$ cat src/rtl/uart_tx_fifo.sv
// UART transmitter with a small byte FIFO: the CPU pushes bytes, the line emits
// 8N1 frames (idle high, start 0, 8 data bits LSB first, stop 1).
module uart_tx_fifo #(
    parameter int unsigned CLK_DIV = 10,
    parameter int unsigned FIFO_AW = 2
) (
    input  logic       clk,
    input  logic       rst,
    input  logic [7:0] cpu_data,
    input  logic       cpu_write,
    output logic       fifo_full,
    output logic       fifo_empty,
    output logic       tx_busy,
    output logic       tx_done,
    output logic       tx_out
);

    localparam int unsigned DEPTH = 1 << FIFO_AW;
    localparam int unsigned CW    = FIFO_AW + 1;
    localparam logic [7:0] DIV_LAST = 8'(CLK_DIV - 1);
    localparam logic [7:0] DIV_PRE  = 8'(CLK_DIV - 2);

    localparam logic [1:0] S_IDLE  = 2'd0;
    localparam logic [1:0] S_START = 2'd1;
    localparam logic [1:0] S_DATA  = 2'd2;
    localparam logic [1:0] S_STOP  = 2'd3;

    logic [7:0]         mem [0:DEPTH-1];
    logic [FIFO_AW-1:0] wp;
    logic [FIFO_AW-1:0] rp;
    logic [CW-1:0]      count;
    logic [CW-1:0]      count_n;
    logic               push;
    logic               pop;

    logic [1:0] state;
    logic [1:0] state_n;
    logic [7:0] div;
    logic [7:0] div_n;
    logic [2:0] bit_cnt;
    logic [2:0] bit_cnt_n;
    logic [7:0] shift_reg;
    logic [7:0] shift_n;
    logic       tx_out_n;
    logic       tx_done_n;
    logic       tx_busy_n;

    // Full is the pre-edge registered flag, so a same-edge pop never frees room for a write.
    assign push    = cpu_write && !fifo_full;
    assign count_n = count + CW'(push) - CW'(pop);

    always_ff @(posedge clk) begin
        if (push) begin
            mem[wp] <= cpu_data;
        end
    end

    always_ff @(posedge clk or posedge rst) begin
        if (rst) begin
            wp         <= '0;
            rp         <= '0;
            count      <= '0;
            fifo_full  <= 1'b0;
            fifo_empty <= 1'b1;
        end else begin
            if (push) begin
                wp <= wp + FIFO_AW'(1);
            end
            if (pop) begin
                rp <= rp + FIFO_AW'(1);
            end
            count      <= count_n;
            fifo_full  <= (count_n == CW'(DEPTH));
            fifo_empty <= (count_n == '0);
        end
    end

    always_ff @(posedge clk or posedge rst) begin
        if (rst) begin
            state     <= S_IDLE;
            div       <= '0;
            bit_cnt   <= '0;
            shift_reg <= '0;
            tx_out    <= 1'b1;
            tx_done   <= 1'b0;
            tx_busy   <= 1'b0;
        end else begin
            state     <= state_n;
            div       <= div_n;
            bit_cnt   <= bit_cnt_n;
            shift_reg <= shift_n;
            tx_out    <= tx_out_n;
            tx_done   <= tx_done_n;
            tx_busy   <= tx_busy_n;
        end
    end

    // Line value is computed for the next cycle so tx_out stays a clean register.
    always_comb begin
        state_n   = state;
        div_n     = div;
        bit_cnt_n = bit_cnt;
        shift_n   = shift_reg;
        tx_out_n  = tx_out;
        tx_done_n = 1'b0;
        pop       = 1'b0;
        case (state)
            S_IDLE: begin
                tx_out_n = 1'b1;
                if (!fifo_empty) begin
                    pop       = 1'b1;
                    shift_n   = mem[rp];
                    div_n     = '0;
                    bit_cnt_n = '0;
                    state_n   = S_START;
                    tx_out_n  = 1'b0;
                end
            end
            S_START: begin
                if (div == DIV_LAST) begin
                    div_n    = '0;
                    state_n  = S_DATA;
                    tx_out_n = shift_reg[0];
                end else begin
                    div_n = div + 8'd1;
                end
            end
            S_DATA: begin
                if (div == DIV_LAST) begin
                    div_n     = '0;
                    shift_n   = shift_reg >> 1;
                    bit_cnt_n = bit_cnt + 3'd1;
                    if (bit_cnt == 3'd7) begin
                        state_n  = S_STOP;
                        tx_out_n = 1'b1;
                    end else begin
                        tx_out_n = shift_reg[1];
                    end
                end else begin
                    div_n = div + 8'd1;
                end
            end
            S_STOP: begin
                tx_done_n = (div == DIV_PRE);
                if (div == DIV_LAST) begin
                    div_n    = '0;
                    state_n  = S_IDLE;
                    tx_out_n = 1'b1;
                end else begin
                    div_n = div + 8'd1;
                end
            end
            default: begin
                state_n = S_IDLE;
            end
        endcase
        tx_busy_n = (state_n != S_IDLE);
    end

endmodule

$ cat config.mk
export PLATFORM = sky130hd
export DESIGN_NAME = uart_tx_fifo
export DESIGN_NICKNAME = d
export VERILOG_FILES = /design/src/rtl/uart_tx_fifo.sv
export SDC_FILE = /design/constraint.sdc
export NUM_CORES = 1
export LEC_CHECK = 0
export BUFFER_PORTS_ARGS = -buffer_cell sky130_fd_sc_hd__buf_2
export CAP_MARGIN = 10
export CORE_MARGIN = 5
export CORE_UTILIZATION = 60
export CTS_CLUSTER_SIZE = 20
export DETAILED_ROUTE_END_ITERATION = 7
export PLACE_DENSITY = 0.79
export SETUP_SLACK_MARGIN = 0.4
export SLEW_MARGIN = 20
export SYNTH_ARGS = -nofsm -noshare
export SYNTH_HDL_FRONTEND = slang
export SYNTH_SLANG_ARGS = --single-unit
export TNS_END_PERCENT = 5
$ cat constraint.sdc
create_clock -name clk -period 2.91 [get_ports clk]
set_clock_uncertainty 0.05 [all_clocks]
set_input_delay 0.582 -clock clk [delete_from_list [all_inputs] [get_ports clk]]
set_output_delay 0.582 -clock clk [all_outputs]
set_load 0.01 [all_outputs]
After elaboration in Yosys (flattened, before gate mapping)
Memories as Yosys holds them, arrays and structs flattened.
Cells that the tools add are included.
- memories kept: 1
- input port bits: 11
- bits in writable memories: 32
- register bits: 33
- memory bits (read-only): 0
- latch bits: 0
- output and inout port bits: 5
- logic and storage cells: 65
- shifts and indexed selects: 0
- reduce and logical (&&, ||, !) cells: 9
- $lt $le $gt $ge: 0
- multipliers: 0
- bitwise gates (word level): 0
- equal/unequal tests: 11
- $add $sub $neg: 6
- mux-type cells: 26
- divide/modulo/power cells: 0
- memory list (name ; words ; width ; read ports ; clocked after memory_dff ; write ports ; RTL line ; RTL):
    mem ; 4 ; 8 ; 1 ; 0 ; 1 ; 28 ; logic [7:0] mem [0:DEPTH-1];
- operators with widths (operator ; count):
    $mux 8 ; 4
    $pmux 8 s2 ; 2
    $eq 8x4->1 const B ; 2
    $mux 1 ; 10
    $mux 2 ; 5
    $add 8x1->8 const B ; 1
    $ne 2x2->1 const B ; 4
    $pmux 2 s4 ; 1
    $eq 3x3->1 const B ; 2
    $mux 3 ; 2
    $pmux 3 s2 ; 1
    $reduce_and 3->1 ; 2
    $add 2x1->2 const B ; 2
    $eq 2x2->1 const B ; 2
    $pmux 1 s4 ; 1
    $reduce_bool 2->1 ; 2
    $add 3x1->3 ; 1
    $add 3x1->3 const B ; 1
    $logic_not 3->1 ; 1
    $reduce_or 3->1 ; 1
    $sub 3x1->3 ; 1
    $eq 2x1->1 const B ; 1
    $logic_not 2->1 ; 1
    $logic_and 1x1->1 ; 1
    $logic_not 1->1 ; 1

Longest topological paths before layout
Gate-level depths: netlist (run 1).
- depth after elaboration: 5
- mapped depth: 11
- mapped depth without buffers: 10

Worst setup path before layout (run 1)
No wires, ideal clock.
- path type: input -> register
- start point: input port cpu_write
- end point: register fifo_full
- required time: 2.772 ns
- slack: 0.456 ns
- stages: 11
- path buffers: 1
- arrival time: 2.315 ns
- setup time: 0.088 ns
- cell sequence: nor2b_1 clkbuf_1 inv_1 ha_1 inv_1 ha_1 inv_1 fa_1 xnor2_1 xnor2_1 nor3b_1
- word-level cells in the longest chain between the ends: 4
- ends and longest elaborated chain (what ; RTL line ; RTL):
    start: declaration ; 10 ; input logic cpu_write,
    $logic_and 1x1->1 ; 49 ; assign push = cpu_write && !fifo_full;
    $add 3x1->3 ; 50 ; assign count_n = count + CW'(push) - CW'(pop);
    $sub 3x1->3 ; 50 ;
    net count_n[2] ; 32 ; logic [CW-1:0] count_n;
    $eq 3x3->1 ; 73 ; fifo_full <= (count_n == CW'(DEPTH));
    end signal: assignment ; 73 ;
    end: declaration ; 11 ; output logic fifo_full,
The timed path passes the listed nets, and every way through them passes these cells.
A chain may end at the register's enable or synchronous reset.

Final worst setup path (run 1)
- start point: register state[1]
- end point: register fifo_full
- word-level cells in the longest chain between the ends: 4
- ends and longest elaborated chain (what ; RTL line ; RTL):
    start: declaration ; 36 ; logic [1:0] state;
    start signal: assignment ; 88 ; state <= state_n;
    $logic_not 2->1 ; 107 ; case (state)
    $mux 1 ; 107 ;
    net pop ; 34 ; logic pop;
    $sub 3x1->3 ; 50 ;
    net count_n[2] ; 32 ;
    $eq 3x3->1 ; 73 ;
The timed path passes the listed nets, and every way through them passes these cells.

==> results of run 1 <==
==> stage by stage <==
step	hold slack [ps]	setup slack (ps)	util [%]	instances	cell area, um^2
floorplan	394	456	-	202	2830
global placement	417	508	63.7	267	2970
detailed placement	421	404	63.7	267	2970
CTS	262	568	67.4	283	3140
global route	301	363	67.5	284	3150
finish	265	572	67.5	284	3150
==> cells in the mapped netlist <==
cell type,number
sky130_fd_sc_hd__a21o_1,2
sky130_fd_sc_hd__a21oi_1,2
sky130_fd_sc_hd__a21oi_2,1
sky130_fd_sc_hd__a22o_1,3
sky130_fd_sc_hd__a2bb2oi_1,1
sky130_fd_sc_hd__a311oi_1,1
sky130_fd_sc_hd__a31oi_1,4
sky130_fd_sc_hd__and2_1,6
sky130_fd_sc_hd__and3_1,2
sky130_fd_sc_hd__and4_1,1
sky130_fd_sc_hd__buf_2,5
sky130_fd_sc_hd__clkbuf_1,3
sky130_fd_sc_hd__dfrtp_1,31
sky130_fd_sc_hd__dfstp_2,2
sky130_fd_sc_hd__edfxtp_1,32
sky130_fd_sc_hd__fa_1,1
sky130_fd_sc_hd__ha_1,11
sky130_fd_sc_hd__inv_1,10
sky130_fd_sc_hd__mux2_2,1
sky130_fd_sc_hd__mux2i_1,7
sky130_fd_sc_hd__mux4_2,8
sky130_fd_sc_hd__nand2_1,21
sky130_fd_sc_hd__nand2b_1,2
sky130_fd_sc_hd__nand3_1,3
sky130_fd_sc_hd__nand4_1,1
sky130_fd_sc_hd__nand4b_1,1
sky130_fd_sc_hd__nor2_1,5
sky130_fd_sc_hd__nor2_2,1
sky130_fd_sc_hd__nor2b_1,2
sky130_fd_sc_hd__nor3_1,3
sky130_fd_sc_hd__nor3_2,1
sky130_fd_sc_hd__nor3b_1,2
sky130_fd_sc_hd__nor3b_2,1
sky130_fd_sc_hd__nor4b_4,1
sky130_fd_sc_hd__o21ai_0,14
sky130_fd_sc_hd__o21bai_1,1
sky130_fd_sc_hd__o22ai_1,1
sky130_fd_sc_hd__o32ai_1,1
sky130_fd_sc_hd__xnor2_1,5
sky130_fd_sc_hd__xor2_1,2
==> layer usage <==
metal	up-vias	part of all wire, %
met5	-	0
met4	0	1.4
met3	7	4.3
met2	28	47
met1	802	47
li1	774	-
==> area by class of cell <==
class / instances / area, um^2
clock buffer: 9 / 124
clock inverter: 7 / 46.3
fill: 308 / 1510
inverter: 10 / 37.5
multi-input combinational: 119 / 970
sequential: 65 / 1790
tap: 54 / 67.6
timing repair buffer: 20 / 113
==> layout by cell type, fill, tap and decap left out, types with 3 or more instances in the layout <==
| cell type | instances |
|---|---|
| sky130_fd_sc_hd__edfxtp_1 | 32 |
| sky130_fd_sc_hd__xnor2_1 | 5 |
| sky130_fd_sc_hd__and2_1 | 6 |
| sky130_fd_sc_hd__dfrtp_1 | 30 |
| sky130_fd_sc_hd__mux4_2 | 8 |
| sky130_fd_sc_hd__inv_1 | 10 |
| sky130_fd_sc_hd__nand3_1 | 3 |
| sky130_fd_sc_hd__clkbuf_8 | 9 |
| sky130_fd_sc_hd__a31oi_1 | 4 |
| sky130_fd_sc_hd__mux2i_1 | 7 |
| sky130_fd_sc_hd__ha_1 | 11 |
| sky130_fd_sc_hd__o21ai_0 | 14 |
| sky130_fd_sc_hd__nand2_1 | 21 |
| sky130_fd_sc_hd__buf_4 | 5 |
| sky130_fd_sc_hd__buf_2 | 15 |
| sky130_fd_sc_hd__a22o_1 | 3 |
| sky130_fd_sc_hd__nor2_1 | 5 |
| sky130_fd_sc_hd__nor3_1 | 3 |
==> worst max-delay path, cell delays in order, from the launching register on <==
cell	delay, ps
sky130_fd_sc_hd__dfrtp_2	480
sky130_fd_sc_hd__nor3_2	250
sky130_fd_sc_hd__ha_1	260
sky130_fd_sc_hd__inv_1	60
sky130_fd_sc_hd__ha_1	130
sky130_fd_sc_hd__inv_1	40
sky130_fd_sc_hd__fa_1	370
sky130_fd_sc_hd__xnor2_1	150
sky130_fd_sc_hd__xnor2_1	250
sky130_fd_sc_hd__nor3b_1	220
==> cells by family after synthesis <==
group                    Yosys count  synth area share [%]
adder cells (fa/ha/maj)           12                  5.57
XOR/XNOR                           7                  2.16
AND/OR/NAND/NOR                   53                  10.4
multiplexers                      16                  9.23
AO/OA/AOI/OAI                     31                  6.89
flip-flops                        65                  63.2
buffers and inverters             18                  2.61
==> final timing paths <==
path,start,endpoint,cells after the start
worst max-delay path,state[1]$_DFF_PP0_,fifo_full$_DFF_PP0_,9
min in group clk,cpu_data[4],mem[2][4]$_DFFE_PP_,1
worst max register to register,state[1]$_DFF_PP0_,fifo_full$_DFF_PP0_,9
max in group asynchronous,rst,tx_out$_DFFE_PP1P_,3
worst min register to register,shift_reg[6]$_DFFE_PP0P_,shift_reg[6]$_DFFE_PP0P_,2
worst min-delay path,rst,count[2]$_DFF_PP0_,3
==> power by group <==
| group | internal (mW) | switching (mW) |
|---|---|---|
| clock | 0.306 | 0.350 |
| sequential | 1.25 | 0.245 |
| combinational | 0.426 | 0.381 |
==> timing repair <==
| action | 4_1_cts | 5_1_grt |
|---|---|---|
| buffers inserted | 0 | 1 |
| resized for setup | 0 | 1 |
| setup endpoints to repair | 0 | 1 |
==> run_results.csv, run 1 <==
group,metric,value,unit
run_status,outcome,"finished clean",
logic_synthesis,synth.lib_cells_used.distinct,40,
clock_network,cts.sinks,65,
logic_synthesis,synth-seq-area-share,63.2,%
logic_synthesis,netlist_area,0.00283,mm^2
worst_setup_path,worst_setup_path_end_kind,"flop",
logic_synthesis,synth_top_cell_area_share,33.9,%
placement,dp_hpwl,2.93,mm
logic_synthesis,yosys.area.top_type,"sky130_fd_sc_hd__edfxtp_1",
grt,initial_antenna_violation_count,0,
worst_setup_path,arrival_worst_endpoint,2550,ps
clock_network,clk_pin_slew_worst_paths,70,ps
clock_network,clock_root_buffer_master,"sky130_fd_sc_hd__clkbuf_8",
power,power.ir.vdd_worst,0.504,mV
grt,grt_max_degree,34,
die,start_util,60.8,%
clock_network,cts.hold.buffers_added,0,
route,drt_pre_antenna_iters,4,
timing,setup_repair_after_global_routing_missed_its_margin,"no",
logic_synthesis,syn-num-nets,225,
final_layout,n_antenna_cell,0,
power,power.density,939,mW/mm^2
grt,grt.overflow.total,0,
grt,globalRouteMet1Util,21.9,%
die,area_of_the_core,0.00466,mm^2
clock_network,cts_tree,"built",
logic_synthesis,syn_inst,202,
clock_network,cts_buffer_depth,2,
worst_setup_path,critical_path_class,"flop to flop",
worst_setup_path,critical_path_required,3120,ps
route,drt.antenna.violating_nets,0,
final_layout,final_nets,248,
logic_synthesis,synth-warning-count,0,
placement,globalplace.congestion,0.746,
final_layout,number_of_flip_flops_in_the_largest_register,32,
final_layout,final_layout_size_suffix_gt1_share,22.6,%
grt,grt_pass1_vias,1577,
timing,slew_viol_final,0,
grt,global_routing_usage_summed_across_all_routing_layers,16.2,%
clock_network,cts.htree.levels,3,
route,finalWirelength,4.38,mm
timing,fin_setup_tns,0,ps
clock_network,clock_latency,350,ps
worst_setup_path,crit_path_start_kind,"flop",
route,wl_per_cell,15.4,um
route,detailedRoute.firstIterationViolations,140,
die,rows,25,
timing,final.period_utilization,80.3,%
power,power_leakage,1.36,nW
timing,max_clock_freq,0.428,GHz
timing,setup_viol,0,
die,die_width,78.7,um
die,dieArea,0.00620,mm^2
die,chipHeight,78.7,um
timing,slew_margin_rel,62.6,%
worst_setup_path,path_max_fanout,10,
placement,place.port_buffers,15,
worst_setup_path,setup.reg_to_reg.worst_slack,570,ps
timing,tightest_slew,561,ps
final_layout,area_growth_syn_to_layout,11.1,%
grt,gr-usage-met3,5.44,%
grt,grt_pass1_wl,7.49,mm
timing,final-hold-violation-count,0,
logic_synthesis,synth_area_leaders,"sky130_fd_sc_hd__edfxtp_1 (34%), sky130_fd_sc_hd__dfrtp_1 (27%), sky130_fd_sc_hd__mux4_2 (6.4%)",
route,vias_per_cell,5.67,
timing,finalCriticalPeriod,2340,ps
logic_synthesis,ys_seq_elements,65,
route,post-route-drc-count,0,
clock_network,cts_buffers,9,
power,power.total,2.96,mW
route,vias,1611,
min_path,min_delay_worst_type,"input port to asynchronous set/reset pin",
flow_run,drv.max_cap_violation_count,0,
die,boundaryPins,16,
grt,globalRoute.busiestLayer,"met2",
logic_synthesis,postSynthAreaPerCell,14.0,um^2
grt,use_met2,23.7,%
No activity file was read; power rests on OpenSTA's default activity.
==> run 2: changes to the inputs <==
ABC_AREA = 1   (was not set)
PLACE_DENSITY = 0.78   (was 0.79)
clock period = 2.4 ns   (was 2.91 ns; I/O delays follow)
==> run_results.csv, run 2 <==
group,metric,value,unit
run_status,outcome,"finished clean",
logic_synthesis,postSynthAreaPerCell,10.3,um^2
worst_setup_path,critical_path.cell_chain,"nor2_4 -> inv_4 -> nor2_8 -> ha_4 -> inv_4 -> ha_4 -> inv_2 -> fa_2 -> inv_2 -> or2_4 -> nor2_4",
logic_synthesis,synth-warning-count,0,
worst_setup_path,r2r-start,"state[0]$_DFF_PP0_",
timing,final-hold-violation-count,0,
timing,finalCriticalPeriod,2160,ps
timing,tightest_slew,443,ps
worst_setup_path,worst_setup_path_end_kind,"flop",
timing,slew_viol_final,0,
final_layout,final_common_cell,"sky130_fd_sc_hd__nand2_1",
die,start_util,61.3,%
route,vias,2134,
power,p_clk_share,22.8,%
clock_network,cts_tree,"built",
die,rows,26,
clock_network,clock_latency,340,ps
clock_network,cts.sinks,65,
clock_network,clock_root_buffer_master,"sky130_fd_sc_hd__clkbuf_8",
logic_synthesis,synth.lib_cells_used.distinct,32,
final_layout,mostFrequentLayoutCells,"sky130_fd_sc_hd__nand2_1 (90), sky130_fd_sc_hd__nand3_1 (33), sky130_fd_sc_hd__edfxtp_1 (32)",
route,wl_per_cell,14.4,um
worst_setup_path,worst_r2r_endpoint,"fifo_empty$_DFF_PP1_",
worst_setup_path,crit_path_start_kind,"flop",
worst_setup_path,arrival_worst_endpoint,2380,ps
min_path,min_delay_worst_type,"input port to asynchronous set/reset pin",
route,drt.antenna.violating_nets,0,
worst_setup_path,critical_path_class,"flop to flop",
worst_setup_path,critical-path-top-delay-family,"adder cells",
route,detailedRoute.firstIterationViolations,184,
grt,initial_antenna_violation_count,0,
logic_synthesis,synth_top_cells_by_count,"sky130_fd_sc_hd__nand2_1 (90), sky130_fd_sc_hd__nand3_1 (33), sky130_fd_sc_hd__edfxtp_1 (32)",
power,internal_power,2.73,mW
die,dieArea,0.00668,mm^2
timing,fin_setup_tns,0,ps
clock_network,clk_pin_slew_worst_paths,80,ps
logic_synthesis,yosys.cell_count.top_type,"sky130_fd_sc_hd__nand2_1",
final_layout,final_nets,353,
clock_network,cts_buffers,9,
power,p_switching,1.64,mW
grt,grt_max_degree,34,
timing,final.period_utilization,89.8,%
die,die_width,81.8,um
placement,dpl_worst_slack,89.2,ps
final_layout,n_antenna_cell,0,
logic_synthesis,syn_inst,299,
worst_setup_path,path_max_fanout,2,
worst_setup_path,worst_r2r_path_depth,11,
route,drt_pre_antenna_iters,5,
worst_setup_path,critical_path_cell_count,11,
power,share_of_power_burned_in_combinational_logic,36.9,%
logic_synthesis,netlist_area,0.00309,mm^2
route,post-route-drc-count,0,
route,vias_per_cell,5.27,
timing,slew_margin_rel,70.4,%
placement,globalplace.congestion,0.778,
placement,dp_hpwl,3.77,mm
power,power.ir.vdd_worst,1.09,mV
timing,setup_viol,0,
grt,global_routing_usage_summed_across_all_routing_layers,19.7,%
clock_network,cts.htree.levels,3,
flow_run,drv.max_cap_violation_count,0,
die,chipHeight,81.8,um
logic_synthesis,synth-seq-area-share,57.9,%
final_layout,final_layout_size_suffix_gt1_share,23.9,%
worst_setup_path,critical_path.n_buffers_inverters,4,
power,power.total,4.37,mW
grt,grt_pass1_wl,9.67,mm
worst_setup_path,critical_path_required,2630,ps
grt,grt_pass1_vias,2037,
worst_setup_path,setup.reg_to_reg.worst_slack,240,ps
placement,place.port_buffers,15,
timing,final.setup.worst_slack,245,ps
power,power_leakage,1.63,nW
die,area_of_the_core,0.00504,mm^2
clock_network,cts.hold.buffers_added,0,
timing,setup_repair_after_global_routing_missed_its_margin,"yes",
power,sequentialPowerShare,40.3,%
logic_synthesis,ys_seq_elements,65,
logic_synthesis,yosys.area.top_type,"sky130_fd_sc_hd__edfxtp_1",
worst_setup_path,setup.worst_path.start,"state[0]$_DFF_PP0_",
logic_synthesis,synth_ff_type,"sky130_fd_sc_hd__edfxtp_1",
power,power.density,1230,mW/mm^2
final_layout,number_of_flip_flops_in_the_largest_register,32,
worst_setup_path,crit_slowest_cell,"sky130_fd_sc_hd__fa_2",
logic_synthesis,synth_edf_count,32,
clock_network,cts_buffer_depth,2,
final_layout,area_growth_syn_to_layout,14.8,%
route,finalWirelength,5.84,mm
grt,grt.overflow.total,0,
timing,max_clock_freq,0.464,GHz
die,boundaryPins,16,
worst_setup_path,critical_path.max_stage_delay,520,ps
logic_synthesis,synth_async_sr_flop_share,50.8,%
logic_synthesis,synth_top_cell_area_share,31.1,%
logic_synthesis,syn-num-nets,322,
power,power.switching_fraction,37.6,%
logic_synthesis,synth_area_leaders,"sky130_fd_sc_hd__edfxtp_1 (31%), sky130_fd_sc_hd__dfrtp_1 (25%), sky130_fd_sc_hd__nand2_1 (11%)",
==> run 2: cell types whose count changed after synthesis, moves of 7 or more <==
cell                      change
sky130_fd_sc_hd__nor2_1       +9
sky130_fd_sc_hd__mux4_2       -8
sky130_fd_sc_hd__nand3_2     +11
sky130_fd_sc_hd__mux2i_1      -7
sky130_fd_sc_hd__o21ai_0      -7
sky130_fd_sc_hd__nand2_1     +69
sky130_fd_sc_hd__inv_1       +13
sky130_fd_sc_hd__nand3_1     +30
==> run 2: layout make-up <==
class                   instances  area [um^2]
flip-flops and latches         65         1790
multi-input cells             198         1170
clock inverters                 6         82.6
fillers                       358         1500
clock buffers                  10          128
repair buffers                 29          180
inverters                      27          109
well taps                      70         87.6
==> run 2: cell families (layout without fill, tap and decap cells) <==
| group | Yosys count | count (layout) | share of synthesized area, % |
|---|---|---|---|
| and+or+nand+nor | 165 | 165 | 26.3 |
| DFF | 65 | 65 | 57.9 |
| buffers and inverters | 36 | 72 | 6.07 |
| adders and majority gates | 12 | 12 | 5.10 |
| AOI/OAI and AO/OA | 12 | 12 | 2.02 |
| xor gates and xnor gates | 9 | 9 | 2.55 |
==> run 2: how the worst max path moves through the flow <==
stage / to / slack, ps
4_1_cts: fifo_empty$_DFF_PP1_ / 250
6_report: fifo_empty$_DFF_PP1_ / 240
5_1_grt: fifo_empty$_DFF_PP1_ / 160
3_5_place_dp: fifo_empty$_DFF_PP1_ / 90
2_1_floorplan: fifo_empty$_DFF_PP1_ / 210
3_3_place_gp: fifo_empty$_DFF_PP1_ / 200
==> run 2: worst register-to-register path, delay by kind of cell, from the launching register on <==
kind	cells	cell delay [ps]
AND/OR/NAND/NOR	4	580
flip-flops	1	420
buffers and inverters	4	180
adder cells (fa/ha/maj)	3	850
==> run 2: per-stage QoR <==
step	util (%)	hold slack, ps	area, um^2	instances
2_1_floorplan	-	414	3110	299
3_3_place_gp	64.5	404	3250	383
3_5_place_dp	64.5	408	3250	383
4_1_cts	69.8	184	3520	404
5_1_grt	70.3	226	3550	405
6_report	70.3	165	3550	405
==> run 2: power groups by stage <==
| stage | Clock (mW) | Combinational [mW] | Sequential, mW |
|---|---|---|---|
| after global placement | 0 | 1.36 | 1.76 |
| after detailed placement | 0 | 1.42 | 1.78 |
| after floorplan | 0 | 1.17 | 1.70 |
| after CTS | 0.998 | 1.53 | 1.75 |
| final | 0.996 | 1.61 | 1.76 |
| after global routing | 1.05 | 1.83 | 1.79 |
==> run 2: layer usage <==
| layer | GRT usage (%) | vias up | part of all wire, % |
|---|---|---|---|
| li1 | - | 1037 | - |
| met1 | 24.9 | 1022 | 42 |
| met2 | 32.3 | 65 | 51 |
| met3 | 5.48 | 10 | 5.5 |
| met4 | 7.14 | 0 | 1.5 |
| met5 | 0 | - | 0 |
==> run 2: repair_timing <==
item / CTS / global route
pin swaps: 6 / 2
setup endpoints to repair: 4 / 3
resized for setup: 9 / 4
setup buffers: 5 / 1
gates cloned: 0 / 0
